$ cat src/rtl/inst_fetch_unit.sv
// Instruction fetch unit: owns the PC, reads the combinational instruction memory and
// buffers {pc, inst} pairs for decode. Optional ebreak halt via IFU_EBREAK_HALT_EN.
module inst_fetch_unit #(
  parameter logic [31:0] RESET_PC   = 32'h0000_0000,
  parameter int          FIFO_DEPTH = 2
) (
  input  logic        clk,
  input  logic        rst,
  output logic [31:0] imem_pc,
  input  logic [31:0] imem_inst,
  input  logic        redirect_valid,
  input  logic [31:0] redirect_pc,
  output logic        out_valid,
  input  logic        out_ready,
  output logic [31:0] out_inst,
  output logic [31:0] out_pc,
  output logic        halted
);

  localparam int PTR_W = (FIFO_DEPTH > 1) ? $clog2(FIFO_DEPTH) : 1;
  localparam int CNT_W = PTR_W + 1;
  localparam logic [CNT_W-1:0] DEPTH_C = CNT_W'(FIFO_DEPTH);
  localparam logic [31:0] EBREAK_INST = 32'h0010_0073;

  logic [31:0]      pc_reg;
  logic [PTR_W-1:0] rd_ptr_reg;
  logic [PTR_W-1:0] wr_ptr_reg;
  logic [CNT_W-1:0] count_reg;
  logic [31:0]      pc_mem   [FIFO_DEPTH];
  logic [31:0]      inst_mem [FIFO_DEPTH];
  logic             fetch_fire;
  logic             pop;
  logic             not_empty;
  logic             halt_stop;

`ifdef IFU_EBREAK_HALT_EN
  logic halted_reg;

  // Halt takes effect at the edge that captures the ebreak; the ebreak itself is still buffered.
  always_ff @(posedge clk or posedge rst) begin
    if (rst) begin
      halted_reg <= 1'b0;
    end else if (redirect_valid) begin
      halted_reg <= 1'b0;
    end else if (fetch_fire && (imem_inst == EBREAK_INST)) begin
      halted_reg <= 1'b1;
    end
  end

  assign halt_stop = halted_reg;
  assign halted    = halted_reg;
`else
  assign halt_stop = 1'b0;
  assign halted    = 1'b0;
`endif

  assign not_empty  = (count_reg != '0);
  // Fullness uses the registered count, so a full buffer never pushes even while popping.
  assign fetch_fire = !redirect_valid && (count_reg < DEPTH_C) && !halt_stop;
  assign pop        = out_valid && out_ready;

  always_ff @(posedge clk or posedge rst) begin
    if (rst) begin
      pc_reg     <= RESET_PC;
      rd_ptr_reg <= '0;
      wr_ptr_reg <= '0;
      count_reg  <= '0;
    end else if (redirect_valid) begin
      pc_reg     <= redirect_pc;
      rd_ptr_reg <= '0;
      wr_ptr_reg <= '0;
      count_reg  <= '0;
    end else begin
      if (fetch_fire) begin
        pc_reg     <= pc_reg + 32'd4;
        wr_ptr_reg <= wr_ptr_reg + 1'b1;
      end
      if (pop) begin
        rd_ptr_reg <= rd_ptr_reg + 1'b1;
      end
      count_reg <= count_reg + CNT_W'(fetch_fire) - CNT_W'(pop);
    end
  end

  always_ff @(posedge clk) begin
    if (fetch_fire) begin
      pc_mem[wr_ptr_reg]   <= pc_reg;
      inst_mem[wr_ptr_reg] <= imem_inst;
    end
  end

  assign imem_pc   = pc_reg;
  assign out_valid = not_empty && !redirect_valid;
  assign out_pc    = not_empty ? pc_mem[rd_ptr_reg]   : 32'd0;
  assign out_inst  = not_empty ? inst_mem[rd_ptr_reg] : 32'd0;

endmodule

$ cat config.mk
export PLATFORM = sky130hd
export DESIGN_NAME = inst_fetch_unit
export DESIGN_NICKNAME = d
export VERILOG_FILES = /design/src/rtl/inst_fetch_unit.sv
export SDC_FILE = /design/constraint.sdc
export NUM_CORES = 1
export LEC_CHECK = 0
export ABC_CLOCK_PERIOD_IN_PS = 4800
export BUFFER_PORTS_ARGS = -buffer_cell sky130_fd_sc_hd__buf_2
export CAP_MARGIN = 0
export CORE_MARGIN = 2
export CORE_UTILIZATION = 42
export DETAILED_ROUTE_END_ITERATION = 6
export PLACE_DENSITY_LB_ADDON = 0.25
export RECOVER_POWER = 25
export SLEW_MARGIN = 0
export SYNTH_ARGS = -nofsm -noshare
export SYNTH_HDL_FRONTEND = slang
export SYNTH_SLANG_ARGS = --single-unit
$ cat constraint.sdc
create_clock -name clk -period 4.8 [get_ports clk]
set_input_delay 0.96 -clock clk [delete_from_list [all_inputs] [get_ports clk]]
set_output_delay 0.96 -clock clk [all_outputs]
set_load 0.01 [all_outputs]
==> results.yml, run 1 <==
timing:
  hold_violations: 0
  rsz0062_at_grt: "no"
  finalMaxSlewViolations: 0
  clock_skew_ns: 0.007839
  slew_headroom: 0.2239
  tns_ns: 0
  setup_viol: 0
  fmax_ghz: 0.2850
  fin_crit_sh: 0.7309
  min_period_ns: 3.508
  layout_setup_ws_ns: 1.292
  worst_pin_slew_ns: 1.154
global_route:
  grt_max_degree: 68
  grt_pass1_vias: 4453
  grt_pass1_wl_um: 23270
  grt_antenna_before_repair: 2
  grtUsageTotal: 0.1732
  grt.overflow.total: 0
power_and_ir_drop:
  ir_drop_mv: 0.2892
  p_per_area_nw_per_um2: 587.5
  leakagePower_nw: 3.326
floorplanning:
  io_pins: 166
  die_h_um: 131.4
  floorplan.initialDensity: 0.4293
  chipWidth_um: 131.4
  coreArea_um2: 15890
  die-area_um2: 17270
  rows: 46
clocking:
  clkTransAtPathRegs_ns: 0.06
  clkSinkCount: 164
  cts_made_buffers: 17
  root_buffer: "clkbuf_16"
  clk_latency_ns: 0.42
  postCtsHoldBufs: 0
  cts_setup_buffers: 0
  cts_resized: 0
  h-tree-depth: 4
  cts_tree: "done"
  clockBufferDepth: 2
detailed_routing:
  dr.pass1.iters: 4
  ant_nets: 0
  drt-vias-per-instance: 4.926
  route.detailed.wl_per_inst_um: 16.39
  wl_um: 14570
  first_iter_violations: 168
  vias: 4379
  drc: 0
placement:
  port_buffers: 164
  gp_congestion: 0.7989
  dp_hpwl_um: 9772
  place_ws_ns: 1.677
yosys:
  syn_inst: 495
  synth_edf_count: 128
  yosysMostFrequentCell: "edfxtp_1"
  synth-seq-cells: 164
  synth.distinct_cells: 36
  syn_nets: 566
  synth_ff_type: "edfxtp_1"
  yosys_warnings: 0
  syn_area_um2: 6819
  syn_avg_cell_area_um2: 13.78
  yosys-top-cells-area: "edfxtp_1 56%, dfrtp_1 13%, mux2i_1 9.5%"
  async_flop_share: 0.2195
  yosys.area.top_type_share: 0.5637
  netlist_top_cells_count: "128 x edfxtp_1, 77 x nor2_1, 65 x mux2i_1, 39 x nand2_1, 36 x dfrtp_1"
  netlist.top_cell.by_area: "edfxtp_1"
  seq_area_frac_synth: 0.6958
setup_path:
  arrival_ns: 2.55
  crit_required_ns: 3.84
  startpoint_type: "flop"
  endpoint_kind: "primary output"
  critical_path_class: "flop to primary output"
  crit_fanout: 36
layout:
  synthToLayoutAreaGrowth_pct: 24.73
  drive_above_1_share: 0.3055
  nFillCells: 1386
  fin_nets: 729
run_status:
  outcome: "complete, no violations"
job:
  drv_cap: 0
hold_path:
  worstHoldPathType: "flop to flop"
worst paths after layout:
| kind | start | depth (start not counted) | endpoint | slack, ns |
|---|---|---|---|---|
| min reg2reg | imem_pc[1] | 0 | pc_mem[1][1] | 0.50 |
| min in group asynchronous | rst | 3 | imem_pc[6] | 0.65 |
| max | count_reg[1] | 4 | out_pc[0] | 1.29 |
| min | imem_pc[1] | 0 | pc_mem[1][1] | 0.50 |
| max reg2reg | count_reg[1] | 9 | count_reg[1] | 2.05 |
| max in group asynchronous | rst | 3 | rd_ptr_reg | 3.77 |
routing by layer:
layer  share of wire  GRT usage  up-vias
met4           0.017    0.06522        0
met3           0.061    0.04977       21
met5               0          0        -
met1            0.45     0.2234     2087
met2            0.48     0.2787      169
li1                -          -     2102
worst max-delay path: stages (launching register included):
cell     delay (ns)
dfrtp_1        0.60
nor2_4         0.83
buf_4          0.44
nor2_1         0.10
buf_2          0.15
area by class of cell:
cell class	count	area [um2]	share of cell area
flip-flops and latches	164	4748	0.5583
multi-input cells	300	1962	0.2307
inverters	6	22.52	0.002648
clock inverters	15	202.7	0.02383
diodes	2	5.005	0.0005884
repair buffers	169	869.6	0.1022
clock buffers	17	425.4	0.05001
well taps	216	270.3	0.03177
cells in the final DEF (no fill, tap or decap), drive strengths merged, types with 6 or more instances in the layout:
cell,synthesis,layout
xor2,19,19
o21ai,28,28
inv,6,9
buf,13,158
nand3,10,10
nor2,77,77
nand4,9,9
xnor2,12,12
mux2i,65,65
clkbuf,12,28
nor4,6,6
dfrtp,36,36
nand2,39,39
edfxtp,128,128
nor3,7,7
through the flow:
step / cells / cell area [um2] / total power [mW] / util / hold WS, ns
floorplan: 495 / 6819 / 3.034 / - / 0.5240
global placement: 855 / 7886 / 3.599 / 0.4965 / 0.4781
detailed placement: 855 / 7886 / 3.636 / 0.4965 / 0.4821
CTS: 887 / 8514 / 5.058 / 0.5360 / 0.4970
global route: 888 / 8503 / 5.271 / 0.5353 / 0.5274
finish: 889 / 8506 / 4.997 / 0.5354 / 0.4952
power breakdown:
part	internal [mW]	total [mW]	switching, mW
Clock	0.874	1.42	0.549
Sequential	1.92	2.20	0.276
Combinational	0.571	1.38	0.805
Total	3.37	5.00	1.63
cells by family (layout without fill, tap and decap cells):
logic type	count (synthesis)	in the layout	share of synthesized area
XOR/XNOR	31	31	0.03982
multiplexers	68	68	0.1004
AND/OR/NAND/NOR	162	162	0.1106
AO/OA/AOI/OAI	35	35	0.02752
buffers and inverters	31	207	0.01982
flip-flops	164	164	0.6958
other	1	3	0.0005499
adder cells (fa/ha/maj)	3	3	0.005505
Note: power is estimated with default switching activity, not from simulation.
==> run 2, diff against run 1 <==
ABC_CLOCK_PERIOD_IN_PS = 3550   (was 4800)
clock period = 3.55 ns   (was 4.8 ns; I/O delays follow)
==> run 2 against run 1 <==
  * Flip-flop and latch count is the same
  * Routed wire length grew 3.0%
  * Register-to-register slack lost 0.79 ns
  * Worst hold slack lost 0.052 ns
  * Sequential power grew 30%
  * Final cell count grew 0.22%
  * Critical path depth is the same
  * Worst setup slack lost 0.51 ns
  * Cell area shrank 0.15%
  * Sequential share of layout area grew 0.082 points
  * Critical path type unchanged
==> results.yml, run 2 (synthesized netlist as in run 1, its figures left out) <==
run_status:
  outcome: "complete, no violations"
clocking:
  cts_resized: 0
  root_buffer: "clkbuf_16"
  clkTransAtPathRegs_ns: 0.07
  postCtsHoldBufs: 0
  cts_made_buffers: 17
  clockBufferDepth: 2
  cts_setup_buffers: 0
  h-tree-depth: 4
  cts_tree: "done"
  clk_latency_ns: 0.42
  clkSinkCount: 164
power_and_ir_drop:
  clkPwrFrac: 0.270
  seqPwrFrac: 0.427
  switching_share: 0.3281
  p_per_area_nw_per_um2: 789.1
  internal-power_mw: 4.503
  leakagePower_nw: 3.296
  pwr-share-comb: 0.302
  power_switching_mw: 2.199
  ir_drop_mv: 0.3880
timing:
  rsz0062_at_grt: "no"
  min_period_ns: 2.771
  hold_violations: 0
  fmax_ghz: 0.3609
  fin_crit_sh: 0.7804
  slew_headroom: 0.3202
  finalMaxSlewViolations: 0
  setup_viol: 0
  tns_ns: 0
  clock_skew_ns: 0.009735
  worst_pin_slew_ns: 1.010
setup_path:
  cp_top_family: "flip-flops"
  worstPathCellList: "buf_12 > mux2i_1 > nor2_1 > buf_2"
  r2r-start: "imem_pc[4]"
  crit_start: "rd_ptr_reg"
  cpMaxStageDelayCell: "dfrtp_4"
  worst-path-buf-inv: 2
  crit_required_ns: 2.84
  critPathMaxStageDelay_ns: 0.79
  startpoint_type: "flop"
  arrival_ns: 2.06
  reg2reg_depth: 5
  endpoint_kind: "primary output"
  crit_fanout: 37
  r2r_end: "imem_pc[23]"
  critical_path_class: "flop to primary output"
  rrSetupSlack_ns: 1.26
global_route:
  grt_antenna_before_repair: 1
  grt_max_degree: 68
  grt_pass1_vias: 4443
  grtUsageTotal: 0.1756
  grt.overflow.total: 0
  grt_pass1_wl_um: 23560
floorplanning:
  rows: 46
  die-area_um2: 17270
  floorplan.initialDensity: 0.4293
  coreArea_um2: 15890
  die_h_um: 131.4
  chipWidth_um: 131.4
  io_pins: 166
detailed_routing:
  drt-vias-per-instance: 4.951
  vias: 4411
  first_iter_violations: 226
  ant_nets: 0
  route.detailed.wl_per_inst_um: 16.84
  wl_um: 15010
  drc: 0
  dr.pass1.iters: 4
hold_path:
  worstHoldPathType: "input port to asynchronous set/reset pin"
layout:
  synthToLayoutAreaGrowth_pct: 24.55
  drive_above_1_share: 0.2853
  finalNonFillerCells: 891
  fin_nets: 731
  final_cell_mix: "143 x buf_2, 128 x edfxtp_1, 74 x nor2_1"
  final_common_cell: "buf_2"
placement:
  placedCellCount: 857
  port_buffers: 164
  gp_congestion: 0.7645
  dp_hpwl_um: 10250
job:
  drv_cap: 0
-- run 2: through the flow --
| step | hold WS, ns | utilization | setup WS [ns] | power, mW | cell area, um2 |
|---|---|---|---|---|---|
| 2_1_floorplan | 0.5240 | - | -0.7444 | 4.103 | 6819 |
| 3_3_place_gp | 0.4779 | 0.4990 | 0.9814 | 4.922 | 7926 |
| 3_5_place_dp | 0.4902 | 0.4990 | 0.8863 | 4.972 | 7926 |
| 4_1_cts | 0.4468 | 0.5360 | 0.7711 | 6.795 | 8514 |
| 5_1_grt | 0.4661 | 0.5343 | 0.6866 | 7.075 | 8488 |
| 6_report | 0.4430 | 0.5347 | 0.7794 | 6.702 | 8493 |
-- run 2: cell type report --
cell class                 instances  area, um2
sequential                       164       4748
inverter                           6      22.52
fill                            1395       7392
antenna                            2      5.005
timing repair buffer             171      897.1
clock inverter                    13      155.1
multi-input combinational        300       1962
clock buffer                      19      432.9
tap                              216      270.3
-- run 2: power by group through the flow --
stage | combinational, mW | clock, mW | sequential, mW
2_1_floorplan | 1.27 | 0 | 2.83
3_3_place_gp | 2.04 | 0 | 2.88
3_5_place_dp | 2.06 | 0 | 2.91
4_1_cts | 2.07 | 1.86 | 2.87
5_1_grt | 2.23 | 1.93 | 2.91
6_report | 2.03 | 1.81 | 2.86
-- run 2: how the worst max path moves through the flow --
stage / endpoint / cells past startpoint
2_1_floorplan: inst_mem[0][0] / 3
3_3_place_gp: count_reg[1] / 10
3_5_place_dp: count_reg[1] / 10
4_1_cts: out_pc[31] / 4
5_1_grt: out_pc[31] / 4
6_report: out_pc[31] / 4
-- run 2: metal layers --
layer / vias to the layer above / global-route usage / part of all wire
met5: - / 0 / 0
met4: 0 / 0.06280 / 0.010
met3: 11 / 0.05247 / 0.067
met2: 160 / 0.2877 / 0.49
met1: 2124 / 0.2222 / 0.43
li1: 2116 / - / -
